## src/rtl/gray_dec_pkg.sv

```systemverilog
// Shared types and helpers for the Gray-code position decoder.
package gray_dec_pkg;

  typedef enum logic [1:0] {
    S_INIT  = 2'd0,
    S_TRACK = 2'd1,
    S_FAULT = 2'd2
  } state_e;

  localparam int FILL_CYCLES = 2;
  localparam int GRAY_MAX_W  = 32;

  // Callers zero-extend their W-bit code; zero upper bits decode to zero,
  // so the low W bits of the result are the W-bit binary value.
  function automatic logic [GRAY_MAX_W-1:0] gray2bin(input logic [GRAY_MAX_W-1:0] g);
    logic [GRAY_MAX_W-1:0] b;
    b[GRAY_MAX_W-1] = g[GRAY_MAX_W-1];
    for (int i = GRAY_MAX_W - 2; i >= 0; i--) begin
      b[i] = b[i+1] ^ g[i];
    end
    return b;
  endfunction

endpackage

```

## src/rtl/gray_decoder_sync.sv

```systemverilog
// W-bit two-flop synchronizer with asynchronous active-low clear.
module gray_sync
  import gray_dec_pkg::*;
#(
  parameter int W = 3
) (
  input  logic         clk,
  input  logic         clr,
  input  logic [W-1:0] d,
  output logic [W-1:0] q
);

  logic [W-1:0] s1_r;
  logic [W-1:0] s2_r;

  // Two-stage capture of the asynchronous bus.
  always_ff @(posedge clk or negedge clr) begin
    if (!clr) begin
      s1_r <= {W{1'b0}};
      s2_r <= {W{1'b0}};
    end else begin
      s1_r <= d;
      s2_r <= s1_r;
    end
  end

  assign q = s2_r;

endmodule

```

## src/rtl/gray_decoder.sv

```systemverilog
// Synchronizes and decodes a Gray position bus, classifies steps, tracks position.
// Optional macro GRAY_DEC_POS_EN builds the position counter; otherwise pos is tied to 0.
module gray_decoder
  import gray_dec_pkg::*;
#(
  parameter int W = 3,
  parameter int P = 16
) (
  input  logic         clk,
  input  logic         clr,
  input  logic [W-1:0] gray_in,
  input  logic         fault_clr,
  output logic [W-1:0] bin,
  output logic         up,
  output logic         dn,
  output logic         err,
  output logic         fault,
  output logic [P-1:0] pos
);

  localparam logic [W-1:0] ZERO_W = {W{1'b0}};
  localparam logic [W-1:0] ONE_W  = {{(W-1){1'b0}}, 1'b1};
  localparam logic [W-1:0] ONES_W = {W{1'b1}};

  logic [W-1:0] s2_s;
  logic [W-1:0] dec_s;
  logic [W-1:0] delta_s;
  logic         step_up_s;
  logic         step_dn_s;
  logic         step_err_s;
  logic         fill_done_s;

  state_e       state_r;
  state_e       state_nxt_s;
  logic [1:0]   fill_r;
  logic [1:0]   fill_nxt_s;
  logic [W-1:0] bin_r;
  logic [W-1:0] bin_nxt_s;
  logic         up_r;
  logic         dn_r;
  logic         err_r;
  logic         fault_r;
  logic         up_nxt_s;
  logic         dn_nxt_s;
  logic         err_nxt_s;
  logic         fault_nxt_s;

  gray_sync #(.W(W)) u_sync (
    .clk (clk),
    .clr (clr),
    .d   (gray_in),
    .q   (s2_s)
  );

  assign dec_s       = W'(gray2bin(GRAY_MAX_W'(s2_s)));
  assign delta_s     = dec_s - bin_r;
  assign step_up_s   = (delta_s == ONE_W);
  assign step_dn_s   = (delta_s == ONES_W);
  assign step_err_s  = (delta_s != ZERO_W) && !step_up_s && !step_dn_s;
  assign fill_done_s = (fill_r == 2'(FILL_CYCLES));

  // State register.
  always_ff @(posedge clk or negedge clr) begin
    if (!clr) begin
      state_r <= S_INIT;
    end else begin
      state_r <= state_nxt_s;
    end
  end

  // Next-state selection.
  always_comb begin
    state_nxt_s = state_r;
    case (state_r)
      S_INIT: begin
        if (fill_done_s) state_nxt_s = S_TRACK;
        else             state_nxt_s = S_INIT;
      end
      S_TRACK: begin
        if (step_err_s) state_nxt_s = S_FAULT;
        else            state_nxt_s = S_TRACK;
      end
      S_FAULT: begin
        if (fault_clr) state_nxt_s = S_INIT;
        else           state_nxt_s = S_FAULT;
      end
      default: state_nxt_s = S_INIT;
    endcase
  end

  // Next values for the registered outputs and the fill counter.
  always_comb begin
    bin_nxt_s  = bin_r;
    fill_nxt_s = fill_r;
    up_nxt_s   = 1'b0;
    dn_nxt_s   = 1'b0;
    err_nxt_s  = 1'b0;
    case (state_r)
      S_INIT: begin
        if (fill_done_s) bin_nxt_s  = dec_s;
        else             fill_nxt_s = fill_r + 2'd1;
      end
      S_TRACK: begin
        bin_nxt_s = dec_s;
        up_nxt_s  = step_up_s;
        dn_nxt_s  = step_dn_s;
        err_nxt_s = step_err_s;
      end
      S_FAULT: begin
        bin_nxt_s = dec_s;
        if (fault_clr) fill_nxt_s = 2'd0;
        else           fill_nxt_s = fill_r;
      end
      default: begin
        bin_nxt_s  = ZERO_W;
        fill_nxt_s = 2'd0;
      end
    endcase
    fault_nxt_s = (state_nxt_s == S_FAULT);
  end

  // Output and fill registers.
  always_ff @(posedge clk or negedge clr) begin
    if (!clr) begin
      fill_r  <= 2'd0;
      bin_r   <= ZERO_W;
      up_r    <= 1'b0;
      dn_r    <= 1'b0;
      err_r   <= 1'b0;
      fault_r <= 1'b0;
    end else begin
      fill_r  <= fill_nxt_s;
      bin_r   <= bin_nxt_s;
      up_r    <= up_nxt_s;
      dn_r    <= dn_nxt_s;
      err_r   <= err_nxt_s;
      fault_r <= fault_nxt_s;
    end
  end

`ifdef GRAY_DEC_POS_EN
  logic [P-1:0] pos_r;

  // Wrapping position accumulator, stepped by the same decisions as the pulses.
  always_ff @(posedge clk or negedge clr) begin
    if (!clr) begin
      pos_r <= {P{1'b0}};
    end else if (up_nxt_s) begin
      pos_r <= pos_r + {{(P-1){1'b0}}, 1'b1};
    end else if (dn_nxt_s) begin
      pos_r <= pos_r - {{(P-1){1'b0}}, 1'b1};
    end else begin
      pos_r <= pos_r;
    end
  end

  assign pos = pos_r;
`else
  assign pos = {P{1'b0}};
`endif

  assign bin   = bin_r;
  assign up    = up_r;
  assign dn    = dn_r;
  assign err   = err_r;
  assign fault = fault_r;

endmodule

```

## config.mk

```make
export PLATFORM = sky130hd
export DESIGN_NAME = gray_decoder
export DESIGN_NICKNAME = d
export VERILOG_FILES = /design/src/rtl/gray_dec_pkg.sv /design/src/rtl/gray_decoder_sync.sv /design/src/rtl/gray_decoder.sv
export SDC_FILE = /design/constraint.sdc
export NUM_CORES = 1
export LEC_CHECK = 0
export ABC_AREA = 1
export CAP_MARGIN = 20
export CELL_PAD_IN_SITES_DETAIL_PLACEMENT = 1
export CELL_PAD_IN_SITES_GLOBAL_PLACEMENT = 1
export CORE_MARGIN = 2
export CORE_UTILIZATION = 35
export CTS_BUF_LIST = sky130_fd_sc_hd__clkbuf_4
export CTS_CLUSTER_DIAMETER = 100
export DETAILED_ROUTE_END_ITERATION = 16
export PLACE_DENSITY_LB_ADDON = 0.1
export SLEW_MARGIN = 20
export SYNTH_ARGS = -nofsm -noshare
export SYNTH_HDL_FRONTEND = slang
export SYNTH_HIERARCHICAL = 1
export SYNTH_SLANG_ARGS = --single-unit
```

## constraint.sdc

```tcl
create_clock -name clk -period 4.05 [get_ports clk]
set_input_delay 0.81 -clock clk [delete_from_list [all_inputs] [get_ports clk]]
set_output_delay 0.81 -clock clk [all_outputs]
set_load 0.01 [all_outputs]
```

==> qor.yml, run 1 <==
synth_compound_area_share_pct: 3.14
drc: 0
yosysMostFrequentCell: "dfrtp_1"
totalWireLength_um: 1250
cp_max_fo: 3
syn_area_per_cell_um2: 9.62
slew_headroom_pct: 52.5
post_drt_wl_per_cell_um: 9.59
crit_family: "buffers and inverters"
synth_fa_ha_area_share_pct: 5.38
outcome: "finished clean"
routabilityCongestion: 0.690
synth_top_area_share_pct: 50.8
worstSetupEndpointType: "output port"
hold_buffers: 0
synth_cells: 87
placed_cell_area_um2: 928
worst-path-buf-inv: 1
synth.area.top_cells: "dfrtp_1 51%, buf_4 14%, nand2_1 6.7%"
p_per_area_nw_per_um2: 649
synth_xor_area_share_pct: 1.05
clock-skew-final_ns: 0.00243
core_area_um2: 2230
grt_pass1_vias: 494
synth_area_leader_cell: "dfrtp_1"
ios: 29
synth_area_um2: 837
path_cells: "clkdlybuf4s50_1"
p_leak_nw: 0.501
worst_setup_path_start_kind: "register"
diodes: 0
die_w_um: 52.9
cp.arrival_ns: 1.23
start_util_pct: 37.5
cp.required_ns: 3.24
clockPowerShare_pct: 15.1
drtIter0Drc: 1
critical_path_class: "register to output port"
rsz0062_at_grt: "no"
grt_pass1_wl_um: 2150
power.internal_mw: 0.372
switching_power_mw: 0.248
root_buffer: "clkbuf_4"
ys.flop_type: "dfrtp_1"
synth_edf_count: 0
rows: 17
synth_simple_gate_area_share_pct: 19.4
dp.cells: 126
hold_viol: 0
postRouteAntennaNets: 0
p_sw_share_pct: 40.0
postCtsSetupBuffers: 0
clk_pin_slew_ns: 0.10
cap_viol_max_count: 0
setup_ws_ns: 2.01
synth-async-reset-ratio_pct: 100
clk_path_buf_depth: 2
layout_min_cycle_time_ns: 2.04
setup_viol: 0
drtPass1Iterations: 4
vias: 555
antenna_found_initial: 0
clk_latency_ns: 0.29
nets: 112
grt_remaining_overflow: 0
vdd_drop_max_mv: 0.292
maxSlewViolCount: 0
synth-seq-cells: 17
area_growth_pct: 14.2
portBuffers: 12
cts_inserted_buffers: 3
synth_cell_types: 19
dieHeight_um: 52.9
drive_gt1_share_pct: 13.7
yosysWarnings: 6
synth_top_family_by_area: "buffers and inverters"
fin_cells: 130
fin_setup_tns_ns: 0
dp_hpwl_um: 1020
cts_tree: "built"
vias_per_cell: 4.27
final.period_utilization_pct: 50.4
fin_area_um2: 956
slowest_delay_ns: 0.55
grt_max_degree: 18
dp_slack_ns: 2.03
die-area_um2: 2800
cts_resized: 0
seq_area_frac_synth_pct: 50.8
clock_sinks: 17
worst_pin_slew_ns: 0.710
p_seq_share_pct: 39.5
cts_max_level: 1
fmax_mhz: 490
cpMaxStageDelayCell: "clkdlybuf4s50_1"
ys_top_cells_by_count: "17 x dfrtp_1, 16 x buf_4, 15 x nand2_1, 11 x inv_1, 5 x nand2_2"
hold_class: "register to register"
synth_mux_area_share_pct: 0
power_frac_comb_pct: 45.3
grt_usage_pct: 11.0
-- registers in the layout, indices dropped and copies added (netlist names) --
name / count
bin: 3
u_sync/q: 3
u_sync/s1_r: 3
fill_r: 2
state_r: 2
dn: 1
err: 1
fault: 1
up: 1
-- power groups by stage --
stage	clock, mW	combinational, mW	sequential (mW)
6_report	0.0937	0.281	0.245
5_1_grt	0.105	0.328	0.252
4_1_cts	0.0985	0.288	0.246
3_5_place_dp	0	0.285	0.250
3_3_place_gp	0	0.281	0.248
2_1_floorplan	0	0.185	0.259
-- layout make-up --
type                       count  area (um2)
clock buffer                   3        22.5
fill                         272        1280
clock inverter                 1        5.00
inverter                      12        45.0
tap                           28        35.0
sequential                    17         425
multi-input combinational     57         303
timing repair buffer          12         120
-- per-layer routing --
metal / vias to the layer above / track usage, % / part of all wire (%)
met4: 0 / 5.13 / 1.0
met3: 2 / 4.24 / 7.5
li1: 263 / - / -
met5: - / 0 / 0
met1: 267 / 13.5 / 42
met2: 23 / 16.9 / 49
-- cell families (layout without fill, tap and decap cells) --
logic type	Yosys count	after routing
compound gates	5	5
xor+xnor	1	1
fa+ha+maj	3	3
buf+inv	28	28
flops	17	17
other cells	1	16
simple gates	32	32
-- metrics by stage --
step	utilization (%)	hold slack (ns)	power [mW]
after floorplan	-	0.331	0.444
after global placement	41.6	0.332	0.530
after detailed placement	41.6	0.336	0.535
after CTS	42.8	0.361	0.633
after global routing	42.8	0.369	0.684
final	42.8	0.357	0.620
-- cell usage in the layout (no fill, tap or decap), drive strengths merged --
cell | Yosys | routed
clkdlybuf4s50 | 0 | 12
o22ai | 1 | 1
ha | 2 | 2
nand2 | 20 | 20
inv | 12 | 12
clkbuf | 0 | 3
nand3b | 1 | 1
nor3 | 1 | 1
clkinv | 0 | 1
dfrtp | 17 | 17
xnor2 | 1 | 1
o21ai | 4 | 4
fa | 1 | 1
nand3 | 6 | 6
conb | 1 | 16
nor2 | 4 | 4
-- final timing paths --
path | from | endpoint | slack, ns | depth (start not counted)
max in group asynchronous | clr | bin[1] | 2.67 | 1
worst max-delay path | bin[2] | bin[2] | 2.01 | 1
min in group asynchronous | clr | fill_r[0] | 0.93 | 1
worst min-delay path | u_sync/s1_r[1] | u_sync/q[1] | 0.36 | 0
worst min register to register | u_sync/s1_r[1] | u_sync/q[1] | 0.36 | 0
worst max register to register | u_sync/q[2] | fault | 2.06 | 13
No activity file was read; power rests on OpenSTA's default activity.
==> inputs of run 2 (changes only) <==
--- a/config.mk
+++ b/config.mk
@@ -9,8 +9,9 @@
 export CAP_MARGIN = 20
 export CELL_PAD_IN_SITES_DETAIL_PLACEMENT = 1
 export CELL_PAD_IN_SITES_GLOBAL_PLACEMENT = 1
+export CORE_ASPECT_RATIO = 2
 export CORE_MARGIN = 2
-export CORE_UTILIZATION = 35
+export CORE_UTILIZATION = 30
 export CTS_BUF_LIST = sky130_fd_sc_hd__clkbuf_4
 export CTS_CLUSTER_DIAMETER = 100
 export DETAILED_ROUTE_END_ITERATION = 16
==> constraint.sdc (replaced) <==
create_clock -name clk -period 1.7 [get_ports clk]
set_input_delay 0.34 -clock clk [delete_from_list [all_inputs] [get_ports clk]]
set_output_delay 0.34 -clock clk [all_outputs]
set_load 0.01 [all_outputs]
==> run 2 against run 1 <==
Net effect: global-route usage rose by 0.75 points; non-clock buffer count rose by 7; sequential power rose by 140%; final cell count rose by 6.2%; the run now ends with negative setup slack left; clock skew barely moved; worst setup slack got worse by 2.3 ns; clock-buffer cell count rose by 1; hold slack improved by 0.0052 ns; largest cell class unchanged; highest routed layer unchanged; combinational power rose to 2.8 times the previous value; sequential cell count did not move; critical path depth rose by 11.
==> qor.yml, run 2 (synthesized netlist as in run 1, its figures left out) <==
outcome: "finished, violations left"
violations: "negative setup slack"
clk_path_buf_depth: 2  # unchanged
worst_setup_path_start_kind: "register"
ios: 29  # unchanged
nets: 119  # +6.3%
totalWireLength_um: 1610  # +29%
grt_remaining_overflow: 0  # unchanged
rsz0062_at_grt: "yes"
layout_commonest_cell: "dfrtp_1"
postRouteAntennaNets: 0  # unchanged
cp.arrival_ns: 2.13  # +0.90 ns
clk_pin_slew_ns: 0.09  # about the same
hold_class: "register to register"
grt_max_degree: 18  # unchanged
critical_path_class: "register to register"
post_drt_wl_per_cell_um: 11.7  # +22%
dp_hpwl_um: 1330  # +30%
cp_max_fo: 3  # unchanged
rows: 27  # +10
vias_per_cell: 4.25  # -0.37%
clock_sinks: 17  # unchanged
layout_min_cycle_time_ns: 1.95
vias: 587  # +5.8%
fmax_mhz: 514
final_cell_mix: "17 x dfrtp_1, 16 x conb_1, 13 x nand2_1"
clock-skew-final_ns: 0.00220  # -0.000223 ns
p_leak_nw: 0.548  # +9.2%
root_buffer: "clkbuf_4"
start_util_pct: 31.0  # -6.5 points
slowest_delay_ns: 0.52  # -0.03 ns
fin_area_um2: 1050  # +10%
drtPass1Iterations: 2  # -2
antenna_found_initial: 0  # unchanged
cpMaxStageDelayCell: "fa_2"
cts_max_level: 1  # unchanged
multi_input_area_um2: 345  # +14%
worstSetupEndpointType: "register"
area_growth_pct: 26.0
drtIter0Drc: 6  # +5
cp_common_cell: "inv_2"
seq_area_um2: 425  # unchanged
placed_cell_area_um2: 967  # +4.2%
routabilityCongestion: 0.730  # +5.7%
setup_viol: 6  # +6
cap_viol_max_count: 0  # unchanged
clk_latency_ns: 0.29  # about the same
grt_pass1_vias: 601  # +22%
die_w_um: 41.4  # -22%
fillCellCount: 335  # +23%
fin_setup_tns_ns: -1.26  # -1.26 ns
dieHeight_um: 78.7  # +49%
final.period_utilization_pct: 115
hold_viol: 0  # unchanged
drc: 0  # unchanged
portBuffers: 12  # unchanged
grt_usage_pct: 11.7  # +0.75 points
p_per_area_nw_per_um2: 1530  # +140%
cts_inserted_buffers: 3  # unchanged
die-area_um2: 3250  # +16%
path_cells: "inv_2 > nand2_2 > nand2_2 > xnor2_2 > ha_2 > inv_2 > fa_2 > inv_2 > nor2_4 > nand2_4 > nand3_4 > nand2_1"
fin_cells: 138  # +6.2%
r2r_slack_ns: -0.25  # -2.31 ns
grt_pass1_wl_um: 2510  # +17%
dp.cells: 132  # +4.8%
cp.required_ns: 1.88  # -1.36 ns
core_area_um2: 2700  # +21%
drive_gt1_share_pct: 27.5  # +14 points
cts_tree: "built"
maxSlewViolCount: 0  # unchanged
diodes: 0  # unchanged
vdd_drop_max_mv: 0.675  # +130%
setup_ws_ns: -0.247  # -2.26 ns
run 2: cell count changes in the layout (fill, tap and decap cells not counted), moves of 2 or more:
cell | previous run | this run
inv_1 | 11 | 9
buf_4 | 0 | 7
inv_2 | 1 | 3
nand2_1 | 15 | 13
run 2: metrics by stage:
step	hold slack (ns)	power (mW)	setup slack, ns	util [%]
2_1_floorplan	0.0444	1.06	-0.150	-
3_3_place_gp	0.332	1.29	-0.231	35.8
3_5_place_dp	0.340	1.31	-0.287	35.8
4_1_cts	0.362	1.58	-0.260	37.8
5_1_grt	0.376	1.78	-0.389	39.0
6_report	0.362	1.61	-0.247	39.0
run 2: final cells by class:
cell class	instances	area share, %
inverter	12	4.27
timing repair buffer	19	16.4
sequential	17	40.3
tap	29	3.44
clock buffer	4	2.85
multi-input combinational	57	32.7
run 2: what timing repair did:
action                     CTS  global route
pin swaps                    1             4
hold buffers                 0             0
resized for setup            7             5
buffers inserted             1             1
setup endpoints to repair    6             6
run 2: path summary, 6_finish.rpt:
| path | start | to | cells after the start |
|---|---|---|---|
| setup / recovery | u_sync/q[2] | fault | 12 |
| setup reg to reg | u_sync/q[2] | fault | 12 |
| max in group asynchronous | clr | bin[0] | 2 |
| hold reg to reg | u_sync/s1_r[0] | u_sync/q[0] | 0 |
| hold / removal | u_sync/s1_r[0] | u_sync/q[0] | 0 |
| min in group asynchronous | clr | dn | 2 |
run 2: worst max-delay path: cells and delay by family (launching register included):
family	cells	cell delay (ns)
buffers and inverters	3	0.13
AND/OR/NAND/NOR	6	0.41
XOR/XNOR	1	0.19
flip-flops	1	0.39
adder cells (fa/ha/maj)	2	0.72
run 2: power by group:
part           switching, mW  total (mW)  leakage, nW  internal (mW)
logic                  0.464       0.799        0.317          0.336
registers             0.0684       0.587        0.213          0.519
clock network          0.119       0.226       0.0184          0.107
total                  0.651        1.61        0.548          0.962
run 2: metal layers:
layer / GRT usage (%) / wire length (um) / vias up
met4: 6.77 / 46 / 0
met5: 0 / 0 / -
met1: 9.69 / 489 / 294
li1: - / - / 278
met2: 21.9 / 1020 / 10
met3: 2.51 / 51 / 5
